**config.mk**
```make
export PLATFORM = sky130hd
export DESIGN_NAME = fft8_input_loader_flat
export DESIGN_NICKNAME = d
export VERILOG_FILES = /design/src/rtl/fft8_input_loader_pkg.sv /design/src/rtl/fft8_input_loader_if.sv /design/src/rtl/fft8_frame_bank.sv /design/src/rtl/fft8_input_loader.sv /design/src/flat_wrapper.sv
export SDC_FILE = /design/constraint.sdc
export NUM_CORES = 1
export LEC_CHECK = 0
export CAP_MARGIN = 30
export CELL_PAD_IN_SITES_DETAIL_PLACEMENT = 2
export CELL_PAD_IN_SITES_GLOBAL_PLACEMENT = 2
export CORE_UTILIZATION = 39
export DETAILED_ROUTE_END_ITERATION = 7
export PLACE_DENSITY_LB_ADDON = 0.1
export SLEW_MARGIN = 20
export SYNTH_ARGS = -nofsm -noshare
export SYNTH_HDL_FRONTEND = slang
export SYNTH_HIERARCHICAL = 1
export SYNTH_SLANG_ARGS = --single-unit
```
**constraint.sdc**
```tcl
create_clock -name clk -period 4.9 [get_ports clk]
set_clock_uncertainty 0.1 [all_clocks]
set_input_delay 0.98 -clock clk [delete_from_list [all_inputs] [get_ports clk]]
set_output_delay 0.98 -clock clk [all_outputs]
set_load 0.02 [all_outputs]
```
**src/rtl/fft8_input_loader_pkg.sv**
```systemverilog
// Shared definitions for the 8-point radix-2 FFT datapath: sample layout,
// frame geometry, slot reordering and twiddle constants.
package fft8_input_loader_pkg;

  localparam int CPLX_W = 16;
  localparam int RE_MSB = 15;
  localparam int RE_LSB = 8;
  localparam int IM_MSB = 7;
  localparam int IM_LSB = 0;

  localparam int N     = 8;
  localparam int LOG2N = 3;

  // W8^k packed as {re, im}, Q1.6 (64 represents 1.0)
  localparam logic [CPLX_W-1:0] TW_W0 = 16'h4000;
  localparam logic [CPLX_W-1:0] TW_W1 = 16'h2DD3;
  localparam logic [CPLX_W-1:0] TW_W2 = 16'h00C0;
  localparam logic [CPLX_W-1:0] TW_W3 = 16'hD3D3;

  function automatic logic [LOG2N-1:0] bitrev3(input logic [LOG2N-1:0] a);
    return {a[0], a[1], a[2]};
  endfunction

endpackage

```
**src/rtl/fft8_input_loader_if.sv**
```systemverilog
// Handshake bundle for the loader: serial sample input, parallel frame output.
interface fft8_input_loader_if
  import fft8_input_loader_pkg::*;
#(
  parameter int DW = CPLX_W
);
  logic            s_valid;
  logic            s_ready;
  logic [DW-1:0]   s_data;
  logic            s_last;
  logic            m_valid;
  logic            m_ready;
  logic [8*DW-1:0] m_frame;
  logic            err_align;

  modport slave (
    input  s_valid, s_data, s_last, m_ready,
    output s_ready, m_valid, m_frame, err_align
  );

  modport master (
    output s_valid, s_data, s_last, m_ready,
    input  s_ready, m_valid, m_frame, err_align
  );
endinterface

```
**src/rtl/fft8_frame_bank.sv**
```systemverilog
// One frame buffer: eight DW-bit slots, single addressed write port and
// full parallel read-out.
module fft8_frame_bank
  import fft8_input_loader_pkg::*;
#(
  parameter int DW = CPLX_W
) (
  input  logic             clk,
  input  logic             rst,
  input  logic             we,
  input  logic [LOG2N-1:0] addr,
  input  logic [DW-1:0]    wdata,
  output logic [N*DW-1:0]  frame
);

  logic [DW-1:0] slots [N];

  always_ff @(posedge clk) begin
    if (rst) begin
      for (int k = 0; k < N; k++) slots[k] <= '0;
    end else if (we) begin
      slots[addr] <= wdata;
    end
  end

  for (genvar k = 0; k < N; k++) begin : g_rd
    assign frame[DW*k +: DW] = slots[k];
  end

endmodule

```
**src/rtl/fft8_input_loader.sv**
```systemverilog
// FFT input stage: gathers 8 serial samples into a ping-pong frame buffer and
// hands complete frames to the butterfly stage in parallel.
module fft8_input_loader
  import fft8_input_loader_pkg::*;
#(
  parameter int DW     = CPLX_W,
  parameter bit BITREV = 1'b1
) (
  input logic                 clk,
  input logic                 rst,
  fft8_input_loader_if.slave  bus
);

  logic [1:0]       full, full_nxt;
  logic             wr_bank, rd_bank;
  logic [LOG2N-1:0] cnt;
  logic             err_q;

  logic             accept, xfer, at_end, early_last, complete, store;
  logic [LOG2N-1:0] addr;
  logic [N*DW-1:0]  frame0, frame1;

  assign accept     = bus.s_valid & bus.s_ready;
  assign xfer       = bus.m_valid & bus.m_ready;
  assign at_end     = (cnt == LOG2N'(N - 1));
  assign early_last = accept & ~at_end & bus.s_last;
  assign complete   = accept & at_end;
  assign store      = accept & ~early_last;
  assign addr       = BITREV ? bitrev3(cnt) : cnt;

  assign bus.s_ready   = ~rst & ~full[wr_bank];
  assign bus.m_valid   = full[rd_bank];
  assign bus.m_frame   = rd_bank ? frame1 : frame0;
  assign bus.err_align = err_q;

  // Completion and transfer always target different banks, so both updates apply.
  always_comb begin
    full_nxt = full;
    if (complete) full_nxt[wr_bank] = 1'b1;
    if (xfer)     full_nxt[rd_bank] = 1'b0;
  end

  always_ff @(posedge clk) begin
    if (rst) begin
      full    <= '0;
      wr_bank <= 1'b0;
      rd_bank <= 1'b0;
      cnt     <= '0;
      err_q   <= 1'b0;
    end else begin
      full  <= full_nxt;
      err_q <= early_last | (complete & ~bus.s_last);
      if (accept) cnt <= early_last ? '0 : cnt + LOG2N'(1);
      if (complete) wr_bank <= ~wr_bank;
      if (xfer)     rd_bank <= ~rd_bank;
    end
  end

  fft8_frame_bank #(.DW(DW)) u_bank0 (
    .clk   (clk),
    .rst   (rst),
    .we    (store & ~wr_bank),
    .addr  (addr),
    .wdata (bus.s_data),
    .frame (frame0)
  );

  fft8_frame_bank #(.DW(DW)) u_bank1 (
    .clk   (clk),
    .rst   (rst),
    .we    (store & wr_bank),
    .addr  (addr),
    .wdata (bus.s_data),
    .frame (frame1)
  );

endmodule

```
**src/flat_wrapper.sv**
```systemverilog
// flat-port wrapper written by rule: the top's interface ports become plain ports
module fft8_input_loader_flat import fft8_input_loader_pkg::*;
#(
  parameter int DW     = CPLX_W,
  parameter bit BITREV = 1'b1
)
  (clk, rst, bus_s_valid, bus_s_data, bus_s_last, bus_m_ready, bus_s_ready, bus_m_valid, bus_m_frame, bus_err_align);
  fft8_input_loader_if #(.DW(DW)) bus_i ();
  input logic clk;
  input logic rst;
  input wire logic [$bits(bus_i.s_valid)-1:0] bus_s_valid;
  input wire logic [$bits(bus_i.s_data)-1:0] bus_s_data;
  input wire logic [$bits(bus_i.s_last)-1:0] bus_s_last;
  input wire logic [$bits(bus_i.m_ready)-1:0] bus_m_ready;
  output wire logic [$bits(bus_i.s_ready)-1:0] bus_s_ready;
  output wire logic [$bits(bus_i.m_valid)-1:0] bus_m_valid;
  output wire logic [$bits(bus_i.m_frame)-1:0] bus_m_frame;
  output wire logic [$bits(bus_i.err_align)-1:0] bus_err_align;
  assign bus_i.s_valid = bus_s_valid;
  assign bus_i.s_data = bus_s_data;
  assign bus_i.s_last = bus_s_last;
  assign bus_i.m_ready = bus_m_ready;
  assign bus_s_ready = bus_i.s_ready;
  assign bus_m_valid = bus_i.m_valid;
  assign bus_m_frame = bus_i.m_frame;
  assign bus_err_align = bus_i.err_align;
  fft8_input_loader #(.DW(DW), .BITREV(BITREV)) u_core (.clk(clk), .rst(rst), .bus(bus_i));
endmodule
```
==> results.yml, run 1 <==
run_status:
  status: "complete, no violations"
routing:
  dr.pass1.iters: 5
  routed.top_layer: "met4"
  wl_met1_um: 16100
  wl_met2_um: 19600
  wl_um: 38600
  wl_met3_um: 1980
  via_per_inst: 5.51
  drtAntennaViolNets: 0
  vias: 7718
  drcViolationCount: 0
  drt-initial-drc-count: 603
  detail_route.wl_per_cell_um: 27.6
place:
  pre_cts_ws_ns: 1.08
  placed_cell_area_mm2: 0.0136
  hpwl_um: 25700
  gp_congestion: 0.794
  io_buffers: 151
global_route:
  grt-ovfl-total: 0
  grt_usage_pct: 25.6
  antenna_found_initial: 0
  grt_pass1_wl_um: 57200
  grt_pass1_vias: 8601
  grt_max_degree: 89
sta:
  finalSetupTns_ns: 0
  finalSetupViolations: 0
  worst_pin_slew_ns: 0.953
  fin_crit_sh_pct: 83.6
  hold_violations: 0
  slew_viol_final: 0
  rsz0062_at_grt: "false"
  fin_ws_ns: 0.805
  slew_headroom_pct: 36.5
  min_period_ns: 4.10
  fmax_mhz: 244
logic_synthesis:
  syn_area_mm2: 0.0117
  yosysUniqueCellTypes: 30
  ys_seq_area_share_pct: 67.3
  syn_nets: 863
  yosys_warnings: 6
  syn_inst: 840
  synth_seq_cells: 264
  synth_area_per_cell_um2: 13.9
floorplan:
  io-pin-count: 152
  start_util_pct: 40.1
  die_area_mm2: 0.0306
  die_h_um: 175
  die_x_um: 175
  core_area_mm2: 0.0291
  row_count: 62
setup_path:
  endpoint_kind: "output pin"
  max_stage_delay_ns: 0.86
  path_cells: "buf_4 -> mux2_2 -> clkdlybuf4s50_1"
  criticalPathCategory: "reg -> out"
  crit_arrival_ns: 3.02
  rrSetupSlack_ns: 1.75
  worstPathMaxFanout: 48
  cp_data_required_time_ns: 3.82
  slowest_stage: "dfxtp_4"
  worst_setup_path_start_kind: "flip-flop"
power:
  p_int_mw: 3.95
  p_clk_share_pct: 42.1
  switching_share_pct: 23.1
  leakagePower_nw: 5.00
  seqPwrFrac_pct: 50.2
  p_comb_share_pct: 7.7
  powerDensity_mw_per_mm2: 353
  p_sw_mw: 1.18
  finalPower_mw: 5.13
  peakVddDrop_v: 0.000261
cells_and_area:
  finalNetCount: 1015
  regArea_mm2: 0.00785
  fillCellCount: 2769
  drive_above_1_share_pct: 21.4
  n_antenna_cell: 0
  post-route-util_pct: 50.0
  multiInputGateArea_mm2: 0.00348
  area_delta_synth_final_pct: 24.6
  stdcell_area_mm2: 0.0145
clock_network:
  tritoncts: "built"
  post_cts_resized: 0
  clock_latency_ns: 0.55
  clk_pin_slew_worst_paths_ns: 0.06
  hold_buffers: 0
  postCtsSetupBuffers: 0
  root_buffer: "clkbuf_16"
  cts_buffers: 30
  cts-htree-levels: 1
  clock_sinks: 264
  cts_max_path_buffers: 3
min_path:
  hold_path_class: "reg -> reg"
job:
  cap_violations: 0
cells by family (layout without fill, tap and decap cells):
| logic type | Yosys count | after routing | synth area share, % |
|---|---|---|---|
| compound gates | 26 | 26 | 1.53 |
| fa+ha+maj | 2 | 2 | 0.214 |
| buf+inv | 68 | 244 | 2.95 |
| flops | 264 | 264 | 67.3 |
| mux | 130 | 130 | 12.8 |
| simple gates | 350 | 350 | 15.2 |
Yosys cell counts:
master     number  area, µm²
and3_1          2       12.5
a31oi_1         1       6.26
dfxtp_1         8        160
nand2_1         6       22.5
nand4b_1       32        280
nor3_1          2       10.0
and2_4          1       8.76
mux2i_2         1       13.8
o31ai_2         1       12.5
or3_1           1       6.26
mux2_4          8        120
mux2_2        121       1360
o21bai_1       16        120
nor2b_1         1       6.26
edfxtp_1      256       7690
nor2_1        256        961
a21oi_1         4       20.0
or2_2           2       12.5
nand4_1         3       18.8
ha_1            2       25.0
nor3b_1         1       7.51
inv_1           2       7.51
and2b_1         1       7.51
buf_4           1       7.51
buf_2          14       70.1
o21ai_0         4       20.0
nand4bb_1      32        360
buf_6           9        101
nand2b_1       10       62.6
clkbuf_1       42        158
cell usage in the layout (no fill, tap or decap), drive strengths merged, types with 2 or more instances in the layout:
cell	count
nor2	256
edfxtp	256
clkdlybuf4s50	150
mux2	129
buf	36
clkbuf	36
nand4bb	32
nand4b	32
clkinv	18
o21bai	16
nand2b	10
dfxtp	8
nand2	6
a21oi	4
o21ai	4
nand4	3
bufinv	2
and3	2
nor3	2
inv	2
ha	2
or2	2
flip-flops by register name, indices dropped and copies added (netlist names):
signal / flops
u_core/bus.err_align: 1
u_core/u_bank1/slots: 128
u_core/cnt: 3
u_core/wr_bank: 1
u_core/rd_bank: 1
u_core/u_bank0/slots: 128
u_core/full: 2
power by group through the flow:
stage	Sequential (mW)	Clock (mW)	Combinational [mW]
final	2.58	2.16	0.396
after global routing	2.58	2.27	0.412
after CTS	2.58	2.20	0.399
after detailed placement	2.62	0	0.396
after global placement	2.62	0	0.385
after floorplan	2.61	0	0.192
metrics by stage:
stage,cells,hold WS [ns]
floorplan,840,0.391
global placement,1344,0.417
detailed placement,1344,0.452
CTS,1400,0.460
global route,1400,0.502
finish,1400,0.449
layer usage:
layer	vias to the layer above	GRT usage, %
li1	3359	-
met1	4034	32.9
met2	273	44.8
met3	52	3.37
met4	0	7.93
met5	-	0
final cells by class:
type,instances,share of cell area (%)
inverters,2,0.0516
clock inverters,20,0.972
flip-flops and latches,264,54.0
well taps,384,3.30
clock buffers,36,5.46
repair buffers,186,12.3
multi-input cells,508,23.9
worst paths after layout:
kind	to	cells past startpoint	from
worst max-delay path	bus_m_frame[58]	3	u_core/rd_bank
worst min-delay path	u_core/full[0]	2	u_core/full[0]
worst max register to register	u_core/u_bank0/slots[0][14]	7	u_core/cnt[0]
worst min register to register	u_core/full[0]	2	u_core/full[0]
worst max-delay path, delay by kind of cell, from the launching register on:
family   cells  cell delay, ns
buf+inv      2            1.12
flops        1            0.86
mux          1            0.44
Note: power is estimated with default switching activity, not from simulation.
==> inputs of run 2 (changes only) <==
- clock period: 4.9 -> 4 ns (I/O delays scaled with it)
==> run 2 against run 1 <==
  * Utilization rose by 0.21 points
  * Via count rose by 0.91%
  * Critical endpoint is now bus_m_frame[19]
  * Total power rose by 19%
  * Sequential share of layout area fell by 0.23 points
  * Non-clock buffer count rose by 14
  * Die area did not move
  * Critical path type unchanged
  * Wire length rose by 0.44%
  * Worst setup slack got worse by 0.28 ns
  * Worst hold slack got worse by 0.0045 ns
  * Highest routed layer unchanged
  * Largest power group unchanged
  * Clock-buffer cell count fell by 3
  * Design area rose by 0.42%
==> results.yml, run 2 (same netlist as run 1, synthesis figures left out) <==
cells_and_area:
  fillCellCount: 2722
  finalNetCount: 1028
  drive_above_1_share_pct: 21.9
  regArea_mm2: 0.00785
  area_delta_synth_final_pct: 25.1
  n_antenna_cell: 0
  multiInputGateArea_mm2: 0.00348
  layout_common_cells: "nor2_1, edfxtp_1, clkdlybuf4s50_1, mux2_2, buf_4"
  finalNonFillerCells: 1409
  largestRegisters: "u_core/u_bank0/slots x128, u_core/u_bank1/slots x128, u_core/cnt x3"
clock_network:
  clock_latency_ns: 0.55
  cts_buffers: 29
  cts-htree-levels: 1
  postCtsSetupBuffers: 0
  post_cts_resized: 0
  root_buffer: "clkbuf_16"
  cts_max_path_buffers: 3
  tritoncts: "built"
  hold_buffers: 0
  clk_pin_slew_worst_paths_ns: 0.06
  clock_sinks: 264
sta:
  hold_violations: 0
  slew_headroom_pct: 36.7
  rsz0062_at_grt: "false"
  worst_pin_slew_ns: 0.949
  whs_ns: 0.445
  min_period_ns: 3.48
  finalSetupViolations: 0
  fin_crit_sh_pct: 87.0
  finalSetupTns_ns: 0
  fmax_mhz: 287
  slew_viol_final: 0
global_route:
  antenna_found_initial: 0
  grt_max_degree: 89
  grt_pass1_vias: 8654
  grt-ovfl-total: 0
  grt_usage_pct: 25.6
  grt_pass1_wl_um: 57400
setup_path:
  r2r_end: "u_core/u_bank1/slots[7][14]"
  endpoint_kind: "output pin"
  r2r_cells: 7
  endpoint: "bus_m_frame[19]"
  criticalPathCategory: "reg -> out"
  cp_data_required_time_ns: 3.10
  crit_arrival_ns: 2.58
  path_cells: "buf_12 -> mux2_2 -> clkdlybuf4s50_1"
  regToRegStartpoint: "u_core/cnt[0]"
  worst_setup_path_start_kind: "flip-flop"
  rrSetupSlack_ns: 0.99
  critPathBufInv: 2
  max_stage_delay_ns: 0.70
  critical_path.startpoint: "u_core/rd_bank"
  worstPathMaxFanout: 45
  critical_path_depth: 3
  slowest_stage: "dfxtp_4"
  critical_path.top_delay_family: "buffers and inverters"
power:
  powerDensity_mw_per_mm2: 418
  finalPower_mw: 6.11
  peakVddDrop_v: 0.000280
  leakagePower_nw: 5.03
run_status:
  status: "complete, no violations"
min_path:
  whs_path_depth: 2
  hold_path_class: "reg -> reg"
routing:
  detail_route.wl_per_cell_um: 27.5
  dr.pass1.iters: 5
  via_per_inst: 5.53
  drcViolationCount: 0
  drtAntennaViolNets: 0
  vias: 7788
  wl_um: 38800
  drt-initial-drc-count: 646
place:
  io_buffers: 151
  gp_congestion: 0.804
  placed_cells: 1357
  hpwl_um: 26500
floorplan:
  core_area_mm2: 0.0291
  die_x_um: 175
  row_count: 62
  start_util_pct: 40.1
  die_h_um: 175
  die_area_mm2: 0.0306
  io-pin-count: 152
job:
  cap_violations: 0
[run 2: stage by stage]
stage | setup WS, ns | area, µm² | utilization [%]
after CTS | 0.479 | 14600 | 50.2
after floorplan | 0.375 | 11700 | -
final | 0.521 | 14600 | 50.2
after global routing | 0.444 | 14600 | 50.2
after global placement | 0.689 | 13700 | 47.1
after detailed placement | 0.496 | 13700 | 47.3
[run 2: how the worst min path moves through the flow]
stage | startpoint | end
6_report | u_core/full[0] | u_core/full[0]
5_1_grt | u_core/full[0] | u_core/full[0]
4_1_cts | u_core/full[0] | u_core/full[0]
2_1_floorplan | u_core/full[0] | u_core/full[0]
3_3_place_gp | u_core/full[0] | u_core/full[0]
3_5_place_dp | u_core/full[0] | u_core/full[0]
[run 2: cell type report]
class	instances	area share [%]
multi-input cells	508	23.9
inverters	2	0.0514
clock buffers	33	5.07
flip-flops and latches	264	53.8
clock inverters	18	0.694
repair buffers	200	13.2
well taps	384	3.29
[run 2: report_power, final]
part | switching, mW | internal (mW)
combinational | 0.303 | 0.189
clock | 1.08 | 1.37
sequential | 0.0378 | 3.12
total | 1.42 | 4.68
[run 2: per-layer routing]
layer  global-route usage (%)  wire, µm
met5                        0         0
met3                     3.76      2090
met1                     33.0     15900
met2                     45.1     19900
met4                     6.38       825
[run 2: worst reg2reg max path, cell delays in order, from the launching register on]
cell and delay [ns]:
dfxtp_1 0.52, ha_1 0.21, ha_1 0.22, nand2b_1 0.27
and3_1 0.57, nand2_1 0.25, o21bai_1 0.31, buf_4 0.25
==> inputs of run 3 (changes only) <==
- CTS_CLUSTER_DIAMETER: unset -> 150
- CTS_CLUSTER_SIZE: unset -> 25
==> run 3 against run 2 <==
  * Wire length down 1.9%
  * Utilization down 1.5 points
  * Non-clock buffer count down 1
  * Flip-flop and latch count unchanged
  * Clock-buffer cell count down 15
  * Sequential power about the same
  * Cell count down 2.3%
  * Combinational power about the same
  * Largest power group unchanged
==> results.yml, run 3 (same netlist as run 1, synthesis figures left out) <==
min_path:
  hold_path_class: "reg -> reg"
  hp-start: "u_core/full[0]"
sta:
  worst_pin_slew_ns: 1.01
  rsz0062_at_grt: "false"
  fmax_mhz: 288
  slew_viol_final: 0
  slew_headroom_pct: 32.9
  finalSetupViolations: 0
  hold_violations: 0
  min_period_ns: 3.47
  fin_crit_sh_pct: 86.7
  finalSetupTns_ns: 0
global_route:
  grt-ovfl-total: 0
  grt_max_degree: 89
  grt_pass1_vias: 8480
  antenna_found_initial: 0
  grt_pass1_wl_um: 56100
  grt_usage_pct: 25.0
cells_and_area:
  finalNetCount: 1012
  layout_common_cells: "nor2_1, edfxtp_1, clkdlybuf4s50_1, mux2_2, buf_4"
  largestRegisters: "u_core/u_bank0/slots x128, u_core/u_bank1/slots x128, u_core/cnt x3"
  drive_above_1_share_pct: 20.5
  area_delta_synth_final_pct: 21.3
  n_antenna_cell: 0
  fillCellCount: 2752
  finalNonFillerCells: 1376
clock_network:
  tritoncts: "built"
  clock_sinks: 264
  cts-htree-levels: 1
  clock_latency_ns: 0.50
  clk_pin_slew_worst_paths_ns: 0.11
  cts_buffers: 14
  root_buffer: "clkbuf_16"
  hold_buffers: 0
  cts_max_path_buffers: 3
  postCtsSetupBuffers: 0
  post_cts_resized: 0
routing:
  via_per_inst: 5.57
  dr.pass1.iters: 5
  drt-initial-drc-count: 725
  drtAntennaViolNets: 0
  detail_route.wl_per_cell_um: 27.6
  drcViolationCount: 0
  wl_um: 38000
  vias: 7664
setup_path:
  path_cells: "buf_4 -> mux2_2 -> clkdlybuf4s50_1"
  critical_path.top_delay_family: "buffers and inverters"
  endpoint_kind: "output pin"
  crit_arrival_ns: 2.57
  regToRegStartpoint: "u_core/cnt[0]"
  critPathBufInv: 2
  worst_setup_path_start_kind: "flip-flop"
  worstPathMaxFanout: 31
  slowest_stage: "dfxtp_4"
  max_stage_delay_ns: 0.71
  criticalPathCategory: "reg -> out"
  cp_data_required_time_ns: 3.10
  critical_path.startpoint: "u_core/rd_bank"
floorplan:
  die_area_mm2: 0.0306
  row_count: 62
  core_area_mm2: 0.0291
  io-pin-count: 152
  start_util_pct: 40.1
  die_h_um: 175
  die_x_um: 175
place:
  io_buffers: 151
  placed_cells: 1357
  hpwl_um: 26500
  gp_congestion: 0.804
power:
  peakVddDrop_v: 0.000197
  powerDensity_mw_per_mm2: 370
  leakagePower_nw: 4.81
run_status:
  status: "complete, no violations"
job:
  cap_violations: 0
## run 3: changes by cell type in the layout (fill, tap and decap cells not counted), sizes merged
cell    before  now
clkinv      17    1
clkbuf      33   18
buf         50   49
bufinv       1    0
## run 3: final cells by class
type                            instances  area (µm²)  area share (%)
Multi-Input combinational cell        508        3480            24.6
Sequential cell                       264        7850            55.5
Clock inverter                          1        16.3           0.115
Inverter                                2        7.51          0.0531
Tap cell                              384         480            3.40
Timing Repair Buffer                  199        1920            13.6
Clock buffer                           18         387            2.73
## run 3: final timing paths
path	endpoint	slack, ns	depth (start not counted)
worst min register to register	u_core/full[0]	0.45	2
worst max register to register	u_core/u_bank1/slots[7][15]	0.95	7
worst min-delay path	u_core/full[0]	0.45	2
worst max-delay path	bus_m_frame[63]	0.53	3
## run 3: report_power, final
| part | internal [mW] | total (mW) | switching (mW) |
|---|---|---|---|
| combinational | 0.188 | 0.490 | 0.302 |
| clock | 0.695 | 1.60 | 0.902 |
| sequential | 3.11 | 3.15 | 0.0372 |
| total | 4.00 | 5.24 | 1.24 |
## run 3: tightest hold or removal path: cells and delay by family, from the launching register on
kind	cells	cell delay [ns]
AOI/OAI and AO/OA	2	0.15
DFF	1	0.36
## run 3: through the flow
step | setup slack [ns] | cell area (µm²) | util, % | power (mW) | hold WS [ns]
6_report | 0.531 | 14200 | 48.6 | 5.24 | 0.455
5_1_grt | 0.477 | 14200 | 48.6 | 5.38 | 0.504
4_1_cts | 0.536 | 14200 | 48.6 | 5.28 | 0.461
3_5_place_dp | 0.496 | 13700 | 47.3 | 3.71 | 0.443
3_3_place_gp | 0.689 | 13700 | 47.1 | 3.68 | 0.412
2_1_floorplan | 0.375 | 11700 | - | 3.43 | 0.391
## run 3: metal layers
metal / vias to the layer above / share of wire, % / track usage, % / wire (µm)
li1: 3321 / - / - / -
met1: 4054 / 42 / 32.7 / 16100
met2: 241 / 50 / 43.4 / 19200
met3: 48 / 4.7 / 3.35 / 1780
met4: 0 / 2.5 / 6.81 / 935
met5: - / 0 / 0 / 0
